`src/rtl/arbiter_1_to_n_response_pkg.sv`:
```
// Shared packet/FIFO types and route helpers for the 1-to-N response arbiter.
package arbiter_1_to_n_response_pkg;

  localparam int unsigned ROUTE_ID_WIDTH = 8;
  localparam int unsigned DATA_WIDTH     = 32;
  localparam logic [ROUTE_ID_WIDTH-1:0] RESPONSE_ROUTE_ID_MAX = '1;

  typedef enum logic [1:0] {
    CMD_INVALID,
    CMD_MEM_READ,
    CMD_MEM_WRITE,
    CMD_MEM_RESPONSE
  } CommandType;

  typedef struct packed {
    logic [ROUTE_ID_WIDTH-1:0] id_module;
  } RouteEndpoint;

  typedef struct packed {
    RouteEndpoint from;
    RouteEndpoint to;
  } PacketRoute;

  typedef struct packed {
    PacketRoute route;
    CommandType cmd;
  } PacketMeta;

  typedef struct packed {
    PacketMeta             meta;
    logic [DATA_WIDTH-1:0] data;
  } MemoryPacketPayload;

  typedef struct packed {
    logic               valid;
    MemoryPacketPayload payload;
  } MemoryPacket;

  typedef struct packed {
    logic rd_en;
  } FIFOStateSignalsInput;

  typedef struct packed {
    logic full;
    logic empty;
    logic prog_full;
    logic wr_rst_busy;
    logic rd_rst_busy;
  } FIFOStateSignalsOutput;

  function automatic logic [ROUTE_ID_WIDTH-1:0] get_response_route_id(
    input MemoryPacketPayload payload
  );
    return payload.meta.route.from.id_module;
  endfunction

endpackage

```
`src/rtl/arbiter_1_to_n_response_decoder.sv`:
```
// Combinational route decode: one-hot FIFO select for routable responses,
// drop flag for anything valid that cannot be delivered.
module arbiter_1_to_n_response_decoder
  import arbiter_1_to_n_response_pkg::*;
#(
  parameter int unsigned NUM_MEMORY_REQUESTOR = 2,
  parameter int unsigned ID_WIDTH             = 1
) (
  input  logic                            valid_i,
  input  logic [ROUTE_ID_WIDTH-1:0]       route_id_i,
  input  CommandType                      cmd_i,
  input  logic [NUM_MEMORY_REQUESTOR-1:0] full_i,
  output logic [NUM_MEMORY_REQUESTOR-1:0] onehot_o,
  output logic                            drop_o
);
  logic [ID_WIDTH-1:0] idx;
  logic                routable;

  always_comb begin
    onehot_o = '0;
    drop_o   = 1'b0;
    idx      = route_id_i[ID_WIDTH-1:0];
    // Range check on the full id so aliased high ids are not silently routed.
    routable = ({{(32-ROUTE_ID_WIDTH){1'b0}}, route_id_i} < NUM_MEMORY_REQUESTOR);
    if (valid_i) begin
      if ((cmd_i == CMD_MEM_RESPONSE) && routable && !full_i[idx]) begin
        onehot_o[idx] = 1'b1;
      end else begin
        drop_o = 1'b1;
      end
    end
  end

endmodule

```
`src/rtl/xpm_fifo_sync_wrapper.sv`:
```
// Synchronous FIFO, standard read mode with one-cycle read latency and
// reset-busy flags that stay high for a few cycles after reset.
module xpm_fifo_sync_wrapper #(
  parameter int unsigned FIFO_WRITE_DEPTH = 16,
  parameter int unsigned DATA_WIDTH       = 32,
  parameter int unsigned PROG_FULL_THRESH = 12,
  parameter int unsigned RST_BUSY_CYCLES  = 3
) (
  input  logic                  clk_i,
  input  logic                  rst_i,
  input  logic [DATA_WIDTH-1:0] din_i,
  input  logic                  wr_en_i,
  input  logic                  rd_en_i,
  output logic [DATA_WIDTH-1:0] dout_o,
  output logic                  valid_o,
  output logic                  full_o,
  output logic                  almost_full_o,
  output logic                  empty_o,
  output logic                  prog_full_o,
  output logic                  wr_rst_busy_o,
  output logic                  rd_rst_busy_o
);
  localparam int unsigned AW = $clog2(FIFO_WRITE_DEPTH);
  localparam logic [AW:0]   CntOne = 1;
  localparam logic [AW-1:0] PtrOne = 1;

  logic [DATA_WIDTH-1:0] mem_q [FIFO_WRITE_DEPTH];
  logic [AW-1:0]         wr_ptr_q, wr_ptr_d, rd_ptr_q, rd_ptr_d;
  logic [AW:0]           count_q, count_d;
  logic [DATA_WIDTH-1:0] dout_q, dout_d;
  logic                  valid_q, valid_d;
  logic [3:0]            busy_cnt_q, busy_cnt_d;
  logic                  busy, do_wr, do_rd;

  always_comb begin
    busy          = rst_i | (busy_cnt_q != 4'd0);
    full_o        = (count_q == (AW+1)'(FIFO_WRITE_DEPTH));
    almost_full_o = (count_q == (AW+1)'(FIFO_WRITE_DEPTH - 1));
    empty_o       = (count_q == '0);
    prog_full_o   = (count_q >= (AW+1)'(PROG_FULL_THRESH));
    do_wr         = wr_en_i & ~full_o & ~busy;
    do_rd         = rd_en_i & ~empty_o & ~busy;
    wr_ptr_d      = do_wr ? wr_ptr_q + PtrOne : wr_ptr_q;
    rd_ptr_d      = do_rd ? rd_ptr_q + PtrOne : rd_ptr_q;
    case ({do_wr, do_rd})
      2'b10:   count_d = count_q + CntOne;
      2'b01:   count_d = count_q - CntOne;
      default: count_d = count_q;
    endcase
    valid_d    = do_rd;
    dout_d     = do_rd ? mem_q[rd_ptr_q] : dout_q;
    busy_cnt_d = (busy_cnt_q != 4'd0) ? busy_cnt_q - 4'd1 : 4'd0;
  end

  always_ff @(posedge clk_i) begin
    if (rst_i) begin
      wr_ptr_q   <= '0;
      rd_ptr_q   <= '0;
      count_q    <= '0;
      valid_q    <= 1'b0;
      busy_cnt_q <= 4'(RST_BUSY_CYCLES);
    end else begin
      wr_ptr_q   <= wr_ptr_d;
      rd_ptr_q   <= rd_ptr_d;
      count_q    <= count_d;
      valid_q    <= valid_d;
      busy_cnt_q <= busy_cnt_d;
    end
  end

  always_ff @(posedge clk_i) begin
    dout_q <= dout_d;
    if (do_wr) mem_q[wr_ptr_q] <= din_i;
  end

  assign dout_o        = dout_q;
  assign valid_o       = valid_q;
  assign wr_rst_busy_o = busy;
  assign rd_rst_busy_o = busy;

endmodule

```
`src/rtl/arbiter_1_to_n_response.sv`:
```
// Routes the single memory-response stream into per-requestor FIFOs by
// route id, with aggregated backpressure and a saturating drop counter.
module arbiter_1_to_n_response
  import arbiter_1_to_n_response_pkg::*;
#(
  parameter int unsigned NUM_MEMORY_REQUESTOR = 2,
  parameter int unsigned ID_WIDTH = (NUM_MEMORY_REQUESTOR > 1) ? $clog2(NUM_MEMORY_REQUESTOR) : 1,
  parameter int unsigned FIFO_RESPONSE_DEPTH  = 16,
  parameter int unsigned PROG_THRESH          = 12
) (
  input  logic                                              ap_clk,
  input  logic                                              areset,
  input  MemoryPacket                                       response_in,
  input  FIFOStateSignalsInput [NUM_MEMORY_REQUESTOR-1:0]   fifo_response_signals_in,
  output FIFOStateSignalsOutput                             fifo_response_signals_out,
  output MemoryPacket [NUM_MEMORY_REQUESTOR-1:0]            response_out,
  output logic [NUM_MEMORY_REQUESTOR-1:0]                   response_ready_out,
  output logic [31:0]                                       drop_count,
  output logic                                              fifo_setup_signal
);
  localparam int unsigned PW = $bits(MemoryPacketPayload);

  logic                                 control_areset_q, fifo_areset_q;
  logic                                 s1_valid_q, s1_valid_d;
  MemoryPacketPayload                   s1_payload_q;
  logic [NUM_MEMORY_REQUESTOR-1:0]      rd_en_q, rd_en_d;
  logic [NUM_MEMORY_REQUESTOR-1:0]      s2_onehot_q, s2_onehot_d;
  MemoryPacketPayload                   s2_payload_q;
  logic [31:0]                          drop_count_q, drop_count_d;
  logic                                 setup_q, setup_d;
  logic [NUM_MEMORY_REQUESTOR-1:0]      ready_q, ready_d;
  FIFOStateSignalsOutput                status_q, status_d;
  logic [NUM_MEMORY_REQUESTOR-1:0]      out_valid_q, out_valid_d;
  MemoryPacketPayload [NUM_MEMORY_REQUESTOR-1:0] out_payload_q;

  logic [NUM_MEMORY_REQUESTOR-1:0] fifo_full, fifo_afull, fifo_empty, fifo_valid, fifo_pf;
  logic [NUM_MEMORY_REQUESTOR-1:0] fifo_wbusy, fifo_rbusy, fifo_rd_en, eff_full;
  logic [NUM_MEMORY_REQUESTOR-1:0][PW-1:0] fifo_dout;
  logic [NUM_MEMORY_REQUESTOR-1:0] dec_onehot;
  logic                            dec_drop;

  arbiter_1_to_n_response_decoder #(
    .NUM_MEMORY_REQUESTOR(NUM_MEMORY_REQUESTOR),
    .ID_WIDTH            (ID_WIDTH)
  ) u_decoder (
    .valid_i   (s1_valid_q),
    .route_id_i(get_response_route_id(s1_payload_q)),
    .cmd_i     (s1_payload_q.meta.cmd),
    .full_i    (eff_full),
    .onehot_o  (dec_onehot),
    .drop_o    (dec_drop)
  );

  for (genvar g = 0; g < NUM_MEMORY_REQUESTOR; g++) begin : g_fifo
    assign fifo_rd_en[g] = ~fifo_empty[g] & rd_en_q[g];
    xpm_fifo_sync_wrapper #(
      .FIFO_WRITE_DEPTH(FIFO_RESPONSE_DEPTH),
      .DATA_WIDTH      (PW),
      .PROG_FULL_THRESH(PROG_THRESH),
      .RST_BUSY_CYCLES (3)
    ) u_fifo (
      .clk_i        (ap_clk),
      .rst_i        (fifo_areset_q),
      .din_i        (s2_payload_q),
      .wr_en_i      (s2_onehot_q[g]),
      .rd_en_i      (fifo_rd_en[g]),
      .dout_o       (fifo_dout[g]),
      .valid_o      (fifo_valid[g]),
      .full_o       (fifo_full[g]),
      .almost_full_o(fifo_afull[g]),
      .empty_o      (fifo_empty[g]),
      .prog_full_o  (fifo_pf[g]),
      .wr_rst_busy_o(fifo_wbusy[g]),
      .rd_rst_busy_o(fifo_rbusy[g])
    );
  end

  always_comb begin
    s1_valid_d  = response_in.valid & ~setup_q;
    rd_en_d     = '0;
    out_valid_d = fifo_valid;
    for (int i = 0; i < NUM_MEMORY_REQUESTOR; i++) begin
      rd_en_d[i] = fifo_response_signals_in[i].rd_en;
    end
    // The write sitting in stage 2 has not reached the FIFO count yet.
    eff_full     = fifo_full | (s2_onehot_q & fifo_afull);
    s2_onehot_d  = dec_onehot;
    drop_count_d = (dec_drop && (drop_count_q != 32'hFFFF_FFFF)) ? drop_count_q + 32'd1
                                                                 : drop_count_q;
    setup_d              = |(fifo_wbusy | fifo_rbusy);
    ready_d              = ~fifo_pf;
    status_d.full        = |fifo_full;
    status_d.empty       = |fifo_empty;
    status_d.prog_full   = |fifo_pf;
    status_d.wr_rst_busy = |fifo_wbusy;
    status_d.rd_rst_busy = |fifo_rbusy;
  end

  always_ff @(posedge ap_clk) begin
    control_areset_q <= areset;
    fifo_areset_q    <= areset;
    if (control_areset_q) begin
      s1_valid_q   <= 1'b0;
      rd_en_q      <= '0;
      s2_onehot_q  <= '0;
      drop_count_q <= '0;
      setup_q      <= 1'b1;
      ready_q      <= '0;
      status_q     <= '0;
      out_valid_q  <= '0;
    end else begin
      s1_valid_q   <= s1_valid_d;
      rd_en_q      <= rd_en_d;
      s2_onehot_q  <= s2_onehot_d;
      drop_count_q <= drop_count_d;
      setup_q      <= setup_d;
      ready_q      <= ready_d;
      status_q     <= status_d;
      out_valid_q  <= out_valid_d;
    end
  end

  always_ff @(posedge ap_clk) begin
    s1_payload_q  <= response_in.payload;
    s2_payload_q  <= s1_payload_q;
    out_payload_q <= fifo_dout;
  end

  always_comb begin
    for (int i = 0; i < NUM_MEMORY_REQUESTOR; i++) begin
      response_out[i].valid   = out_valid_q[i];
      response_out[i].payload = out_payload_q[i];
    end
  end

  assign fifo_response_signals_out = status_q;
  assign response_ready_out        = ready_q;
  assign drop_count                = drop_count_q;
  assign fifo_setup_signal         = setup_q;

endmodule

```
`config.mk`:
```
export PLATFORM = sky130hd
export DESIGN_NAME = arbiter_1_to_n_response
export DESIGN_NICKNAME = d
export VERILOG_FILES = /design/src/rtl/arbiter_1_to_n_response_pkg.sv /design/src/rtl/arbiter_1_to_n_response_decoder.sv /design/src/rtl/xpm_fifo_sync_wrapper.sv /design/src/rtl/arbiter_1_to_n_response.sv
export SDC_FILE = /design/constraint.sdc
export NUM_CORES = 2
export LEC_CHECK = 0
export CAP_MARGIN = 30
export CORE_MARGIN = 4
export CORE_UTILIZATION = 35
export DETAILED_ROUTE_END_ITERATION = 10
export GPL_TIMING_DRIVEN = 0
export PLACE_DENSITY = 0.57
export REMOVE_ABC_BUFFERS = 1
export SYNTH_ARGS = -nofsm -noshare
export SYNTH_HDL_FRONTEND = slang
export SYNTH_SLANG_ARGS = --single-unit
export TNS_END_PERCENT = 10
```
`constraint.sdc`:
```
create_clock -name ap_clk -period 9.57 [get_ports ap_clk]
set_input_delay 0.957 -clock ap_clk [delete_from_list [all_inputs] [get_ports ap_clk]]
set_output_delay 0.957 -clock ap_clk [all_outputs]
set_load 0.02 [all_outputs]
```
# After elaboration in Yosys (flattened, before gate mapping)
# Memories as Yosys holds them, arrays and structs flattened. A register that Yosys moved wholly into a read port is not among the register bits.
# Cells that the tools add are included.
op_classes:
  add_sub_neg: 11
  magnitude_cmp: 5
  eq_ne: 10
  muxes: 14
  bitwise_logic: 28
  n_reduce_logical: 19
op_table:
  columns: ["op", "n"]
  rows:
  - ["32-bit by 1-bit adder with 32-bit output (second input constant)", 1]
  - ["32-bit != test (second input constant)", 1]
  - ["5-bit case mux with 2 select lines", 2]
  - ["4-bit by 1-bit adder with 4-bit output (second input constant)", 4]
  - ["2-bit OR reduction", 7]
  - ["1-bit bitwise AND", 11]
  - ["1-bit NOT", 11]
  - ["5-bit by 1-bit adder with 5-bit output (second input constant)", 2]
  - ["5-bit by 4-bit == test with 1-bit output (second input constant)", 2]
  - ["5-bit == test (second input constant)", 2]
  - ["5-bit by 4-bit >= comparator with 1-bit output (second input constant)", 2]
  - ["5-bit zero test", 2]
  - ["5-bit by 1-bit subtractor with 5-bit output (second input constant)", 2]
  - ["1-bit 2-to-1 mux", 9]
  - ["8-bit by 2-bit < comparator with 1-bit output (second input constant)", 1]
  - ["4-bit nonzero test", 2]
  - ["4-bit by 1-bit subtractor with 4-bit output (second input constant)", 2]
  - ["2-bit == test (second input constant)", 3]
  - ["2-bit by 1-bit == test with 1-bit output (second input constant)", 2]
  - ["1-bit logical AND", 4]
  - ["2-bit 2-to-1 mux", 2]
  - ["2-bit OR", 2]
  - ["2-bit nonzero test", 2]
  - ["3-bit OR reduction", 1]
  - ["7 further kinds", 8]
word_totals:
  register_bits: 283
  ram_bits: 1600
  out_inout_bits: 142
  word_cells: 129
  n_memories: 2
mem_list:
  columns: ["name", "words", "word_bits", "rd", "rd_ports_with_merged_regs", "write_ports", "line", "text"]
  rows:
  - ["g_fifo[0].u_fifo.mem_q", 16, 50, 1, 1, 1, "xpm_fifo_sync_wrapper.sv:27", "logic [DATA_WIDTH-1:0] mem_q [FIFO_WRITE_DEPTH];"]
  - ["g_fifo[1].u_fifo.mem_q", 16, 50, 1, 1, 1, "xpm_fifo_sync_wrapper.sv:27", null]

# Depth between registers and ports, before layout
depth:
  word_depth: 10
  depth_mapped: 16

# Modules after synthesis
# Synthesis repeated with hierarchy kept, for this count alone.
hier_totals:
  hier_cells: 3267
  area_unflattened_um2: 70906.8
by_module_without_submodules:
  columns: ["module", "n_inst", "cells_each", "area_per_inst_um2", "seq_area_each_um2"]
  rows:
  - ["xpm_fifo_sync_wrapper", 2, 1413, 32378.6, 25884.8]
  - ["arbiter_1_to_n_response", 1, 432, 6080.8, 4964.8]
  - ["arbiter_1_to_n_response_decoder", 1, 9, 68.8, 0.0]

# Worst setup path after synthesis
# No wires, ideal clock.
synth_path:
  kind: "register to register"
  from: "reg g_fifo[0].u_fifo.busy_cnt_q[1]"
  to: "mem g_fifo[0].u_fifo.mem_q[3][0] (netlist name) (enable)"
  setup_time_ns: 0.519
  arrival_time_ns: 4.898
  required_ns: 9.051
  setup_slack_ns: 4.153
  path_stages_with_launch: 7
  n_path_buf: 1
  period_less_slack_ns: 5.417
  cell_sequence: "dfxtp_1 or3_1 nor3_1 and3_1 buf_2 nand2_1 nor3_1"
synth_via:
  elab_chain_len: 6
synth_rtl:
  columns: ["item", "line", "text"]
  rows:
  - ["start: declaration", "xpm_fifo_sync_wrapper.sv:32", "logic [3:0] busy_cnt_q, busy_cnt_d;"]
  - ["start signal: assignment", "xpm_fifo_sync_wrapper.sv:61", "busy_cnt_q <= 4'(RST_BUSY_CYCLES);"]
  - ["start signal: assignment", "xpm_fifo_sync_wrapper.sv:67", "busy_cnt_q <= busy_cnt_d;"]
  - ["4-bit nonzero test", "xpm_fifo_sync_wrapper.sv:36", "busy = rst_i | (busy_cnt_q != 4'd0);"]
  - ["1-bit OR", "xpm_fifo_sync_wrapper.sv:36", null]
  - ["1-bit NOT", "xpm_fifo_sync_wrapper.sv:41", "do_wr = wr_en_i & ~full_o & ~busy;"]
  - ["1-bit bitwise AND", "xpm_fifo_sync_wrapper.sv:41", null]
  - ["1-bit 2-to-1 mux", "xpm_fifo_sync_wrapper.sv:73", "if (do_wr) mem_q[wr_ptr_q] <= din_i;"]
  - ["1-bit 2-to-1 mux (implied by the code)", "xpm_fifo_sync_wrapper.sv:73", null]
  - ["end: declaration", "xpm_fifo_sync_wrapper.sv:27", null]
# Every way passes these cells.

# Worst setup path in the final report
layout_path:
  from: "reg fifo_areset_q"
  to: "mem g_fifo[0].u_fifo.mem_q[1][30] (netlist name) (enable)"
layout_via:
  elab_chain_len: 5
layout_rtl:
  columns: ["item", "line", "text"]
  rows:
  - ["start: declaration", "arbiter_1_to_n_response.sv:23", "logic control_areset_q, fifo_areset_q;"]
  - ["start signal: assignment", "arbiter_1_to_n_response.sv:101", "fifo_areset_q <= areset;"]
  - ["1-bit OR", "xpm_fifo_sync_wrapper.sv:36", null]
  - ["1-bit NOT", "xpm_fifo_sync_wrapper.sv:41", null]
  - ["1-bit bitwise AND", "xpm_fifo_sync_wrapper.sv:41", null]
  - ["1-bit 2-to-1 mux", "xpm_fifo_sync_wrapper.sv:73", null]
  - ["1-bit 2-to-1 mux (implied by the code)", "xpm_fifo_sync_wrapper.sv:73", null]
# Every way passes these cells.

==> qor.txt <==
Status = finished clean
Crit start category = flip-flop
Initial Utilization = 0.3515
Min-Delay Path Depth = 0
CTS Sinks = 1983
Cts hold-fix bufs = 0
Drt pass-1 iters = 5
Slowest CP cell = nor3_2
Most frequent cells after synthesis = 1700 x edfxtp_1, 500 x mux4_2, 283 x dfxtp_1
PD cells = 204.4 nW/µm²
Max Freq = 259.6 MHz
Hold endpoint = s2_payload_q[21]$_DFF_P_
WL/cell = 26.11 µm
Register area share after synthesis = 0.7992
Fillers = 17190
PortBufs = 196
Layout cell share with drive strength beyond 1 = 0.2837
# H-tree levels = 4
Worst R2R End = g_fifo[0].u_fifo.mem_q[1][30]$_DFFE_PP_
Total CTS buffers = 204
Reg2reg setup slack = 5.72 ns
Endpoint class of the critical path = flip-flop
Mapped Cells = 3006
Vias = 32110
CP cell instances = nor3_1 -> and3_1 -> nand2_1 -> nor3_2 -> buf_6 -> buf_6 -> buf_6
Worst skew pair latency = 0.84 ns
Yosys warns = 0
Worst path top cell family by delay = simple AND/OR/NAND/NOR gates
Worst setup path category = reg -> reg
Slew Limit Headroom = 0.3171
Routability cong. = 0.6972
Drt first-iter violations = 3091
Grt ovf = 0
Max Slew Vio Count = 0
Mapped Avg Cell Area = 23.61 µm²
Leakage = 26.31 nW
Post-synth ARST share = 0
Worst VDD drop = 0.2080 mV
Vias/cell = 5.111
Dominant synthesized flop cell = edfxtp_1
Final WL = 164.0 mm
Total Die Area = 210000 µm²
Root Driver = clkbuf_16
Post-CTS Resized = 0
Min-delay worst type = reg -> reg
Vias in the first global route = 33670
RSZ-0062 raised after global routing = false
CP dominant cell by count = buf_6
Fin worst setup slack = 5.718 ns
Die height = 458.3 µm
Tmin final = 3.852 ns
Reg-to-Reg Start = fifo_areset_q$_DFF_P_
Max incr delay on CP = 0.79 ns
Max cap viols = 0
Crit-path max FO = 85
Worst Reg2Reg Path Length in Cells = 7
Hold path startpoint = s1_payload_q[21]$_DFF_P_
Gr usage total = 0.1554
Standard-cell rows = 165
Setup slack at placement = 5.655 ns
Largest cells by area after synthesis = edfxtp_1 72%, mux4_2 16%, dfxtp_1 8.0%, clkbuf_1 0.44%, nor2_1 0.34%
Area Growth Syn to Fin = 20.78%
CTS tree = done
Biggest area consumer among synthesized cells = edfxtp_1
Most frequent cell after synthesis = edfxtp_1
Data arrival, critical path = 4.37 ns
Distinct cells, synth = 56
CP Buf/Inv Count = 3
Chip width = 458.3 µm
DRC = 0
WP data required = 10.09 ns
IO Count = 197
Clock transition at the registers of the reported paths = 0.06 ns
Dpl hpwl = 103.4 mm
Clock skew = 0.02920 ns
Post-route ant nets = 0
Final period util = 0.4025
Yosys top cell area share = 0.7194
Fin cells = 6282
Post-CTS Setup Bufs = 0
Final hold violation count = 0
CTS max path bufs = 3
Worst-margin pin slew = 1.023 ns
Core area = 201900 µm²
Number of synthesized register bits = 1983
Post-synth EDFFs = 1700
Mapped Area = 70960 µm²
Largest net degree at the start of global routing = 86
Fin nets = 3497
Antenna violations before repair = 11
Placed cell count = 5886
Final Setup Violations = 0
First-pass GRT wire length = 237.5 mm
## worst max path at each step
stage,start,end,slack (ns),depth (start not counted)
CTS,fifo_areset_q$_DFF_P_,g_fifo[0].u_fifo.mem_q[2][1]$_DFFE_PP_,5.64,7
detailed placement,fifo_areset_q$_DFF_P_,g_fifo[0].u_fifo.mem_q[2][30]$_DFFE_PP_,5.65,7
finish,fifo_areset_q$_DFF_P_,g_fifo[0].u_fifo.mem_q[1][30]$_DFFE_PP_,5.72,7
floorplan,g_fifo[0].u_fifo.rd_ptr_q[0]$_SDFFE_PP0P_,g_fifo[0].u_fifo.dout_o[0]$_DFFE_PP_,-0.08,2
global route,g_fifo[1].u_fifo.busy_cnt_q[0]$_SDFF_PP1_,g_fifo[1].u_fifo.mem_q[2][36]$_DFFE_PP_,5.45,9
global placement,g_fifo[0].u_fifo.rd_ptr_q[0]$_SDFFE_PP0P_,g_fifo[0].u_fifo.dout_o[44]$_DFFE_PP_,-4.47,2
## where the power goes
group,switching [W],internal [W]
combinational,0.0000134,0.0000260
sequential,0.0000996,0.00939
clock,0.00336,0.00463
total,0.00348,0.0140
## final cells by class
class	instances	area, µm²	share of cell area
clock buffers	282	5663	0.06607
repair buffers	355	4880	0.05693
clock inverters	106	1212	0.01415
inverters	14	52.55	0.0006131
flip-flops and latches	1983	56750	0.6621
multi-input cells	866	13800	0.1610
diodes	4	10.01	0.0001168
well taps	2672	3343	0.03901
## cells by family (layout without fill, tap and decap cells)
group                    count (synthesis)  in the layout  share of synthesized area
other                                    0              4                          0
XOR/XNOR                                24             24                   0.002962
multiplexers                           513            513                     0.1606
AO/OA/AOI/OAI                           87             87                   0.007317
flip-flops                            1983           1983                     0.7992
buffers and inverters                  157            757                   0.009539
AND/OR/NAND/NOR                        224            224                    0.01719
adder cells (fa/ha/maj)                 18             18                   0.003174
## through the flow
stage	cell area [µm²]	total power (W)	hold WS (ns)	util	setup TNS (ns)
final	85710	0.01752	0.3231	0.4245	0
after global routing	85700	0.01812	0.3331	0.4245	0
after CTS	85630	0.01774	0.3245	0.4241	0
after detailed placement	78750	0.009709	0.3121	0.3900	0
after global placement	75640	0.009702	0.3143	0.3746	-1726.94
after floorplan	70340	0.009634	0.3096	-	-7.757
## sequential cells by signal, summed over array words and instances (netlist names), 8 cells and up
| register | count |
|---|---|
| g_fifo.u_fifo.mem_q | 1600 |
| g_fifo.u_fifo.dout_o | 100 |
| response_out | 100 |
| s1_payload_q | 50 |
| s2_payload_q | 50 |
| drop_count | 32 |
| g_fifo.u_fifo.count_q | 10 |
| g_fifo.u_fifo.busy_cnt_q | 8 |
| g_fifo.u_fifo.rd_ptr_q | 8 |
| g_fifo.u_fifo.wr_ptr_q | 8 |
## placed cells by master (no fill, tap or decap), drive strengths merged, types with 3 or more instances in the layout
cell / count
and4: 3
clkinv: 71
nor2b: 12
or4: 9
diode: 4
nand2: 35
nand2b: 7
mux2i: 8
and3: 9
clkinvlp: 10
clkbuf: 283
inv: 22
buf: 158
clkdlybuf4s50: 196
a21o: 4
mux2: 5
ha: 18
nand4: 11
o21ai: 23
a21oi: 38
dfxtp: 283
xnor2: 8
xor2: 16
nor3: 18
nor2: 64
o31ai: 9
or3: 19
nand3: 17
edfxtp: 1700
mux4: 500
bufinv: 17
nor3b: 4
nor4: 7
## per-layer routing
metal / GRT usage / vias to the layer above / routed length (µm)
met5: 0.008037 / - / 279
met3: 0.03320 / 268 / 10160
met4: 0.04585 / 10 / 4208
met2: 0.2540 / 1024 / 80590
li1: - / 13480 / -
met1: 0.2097 / 17320 / 68760
Power figures use the tool's default switching activity.
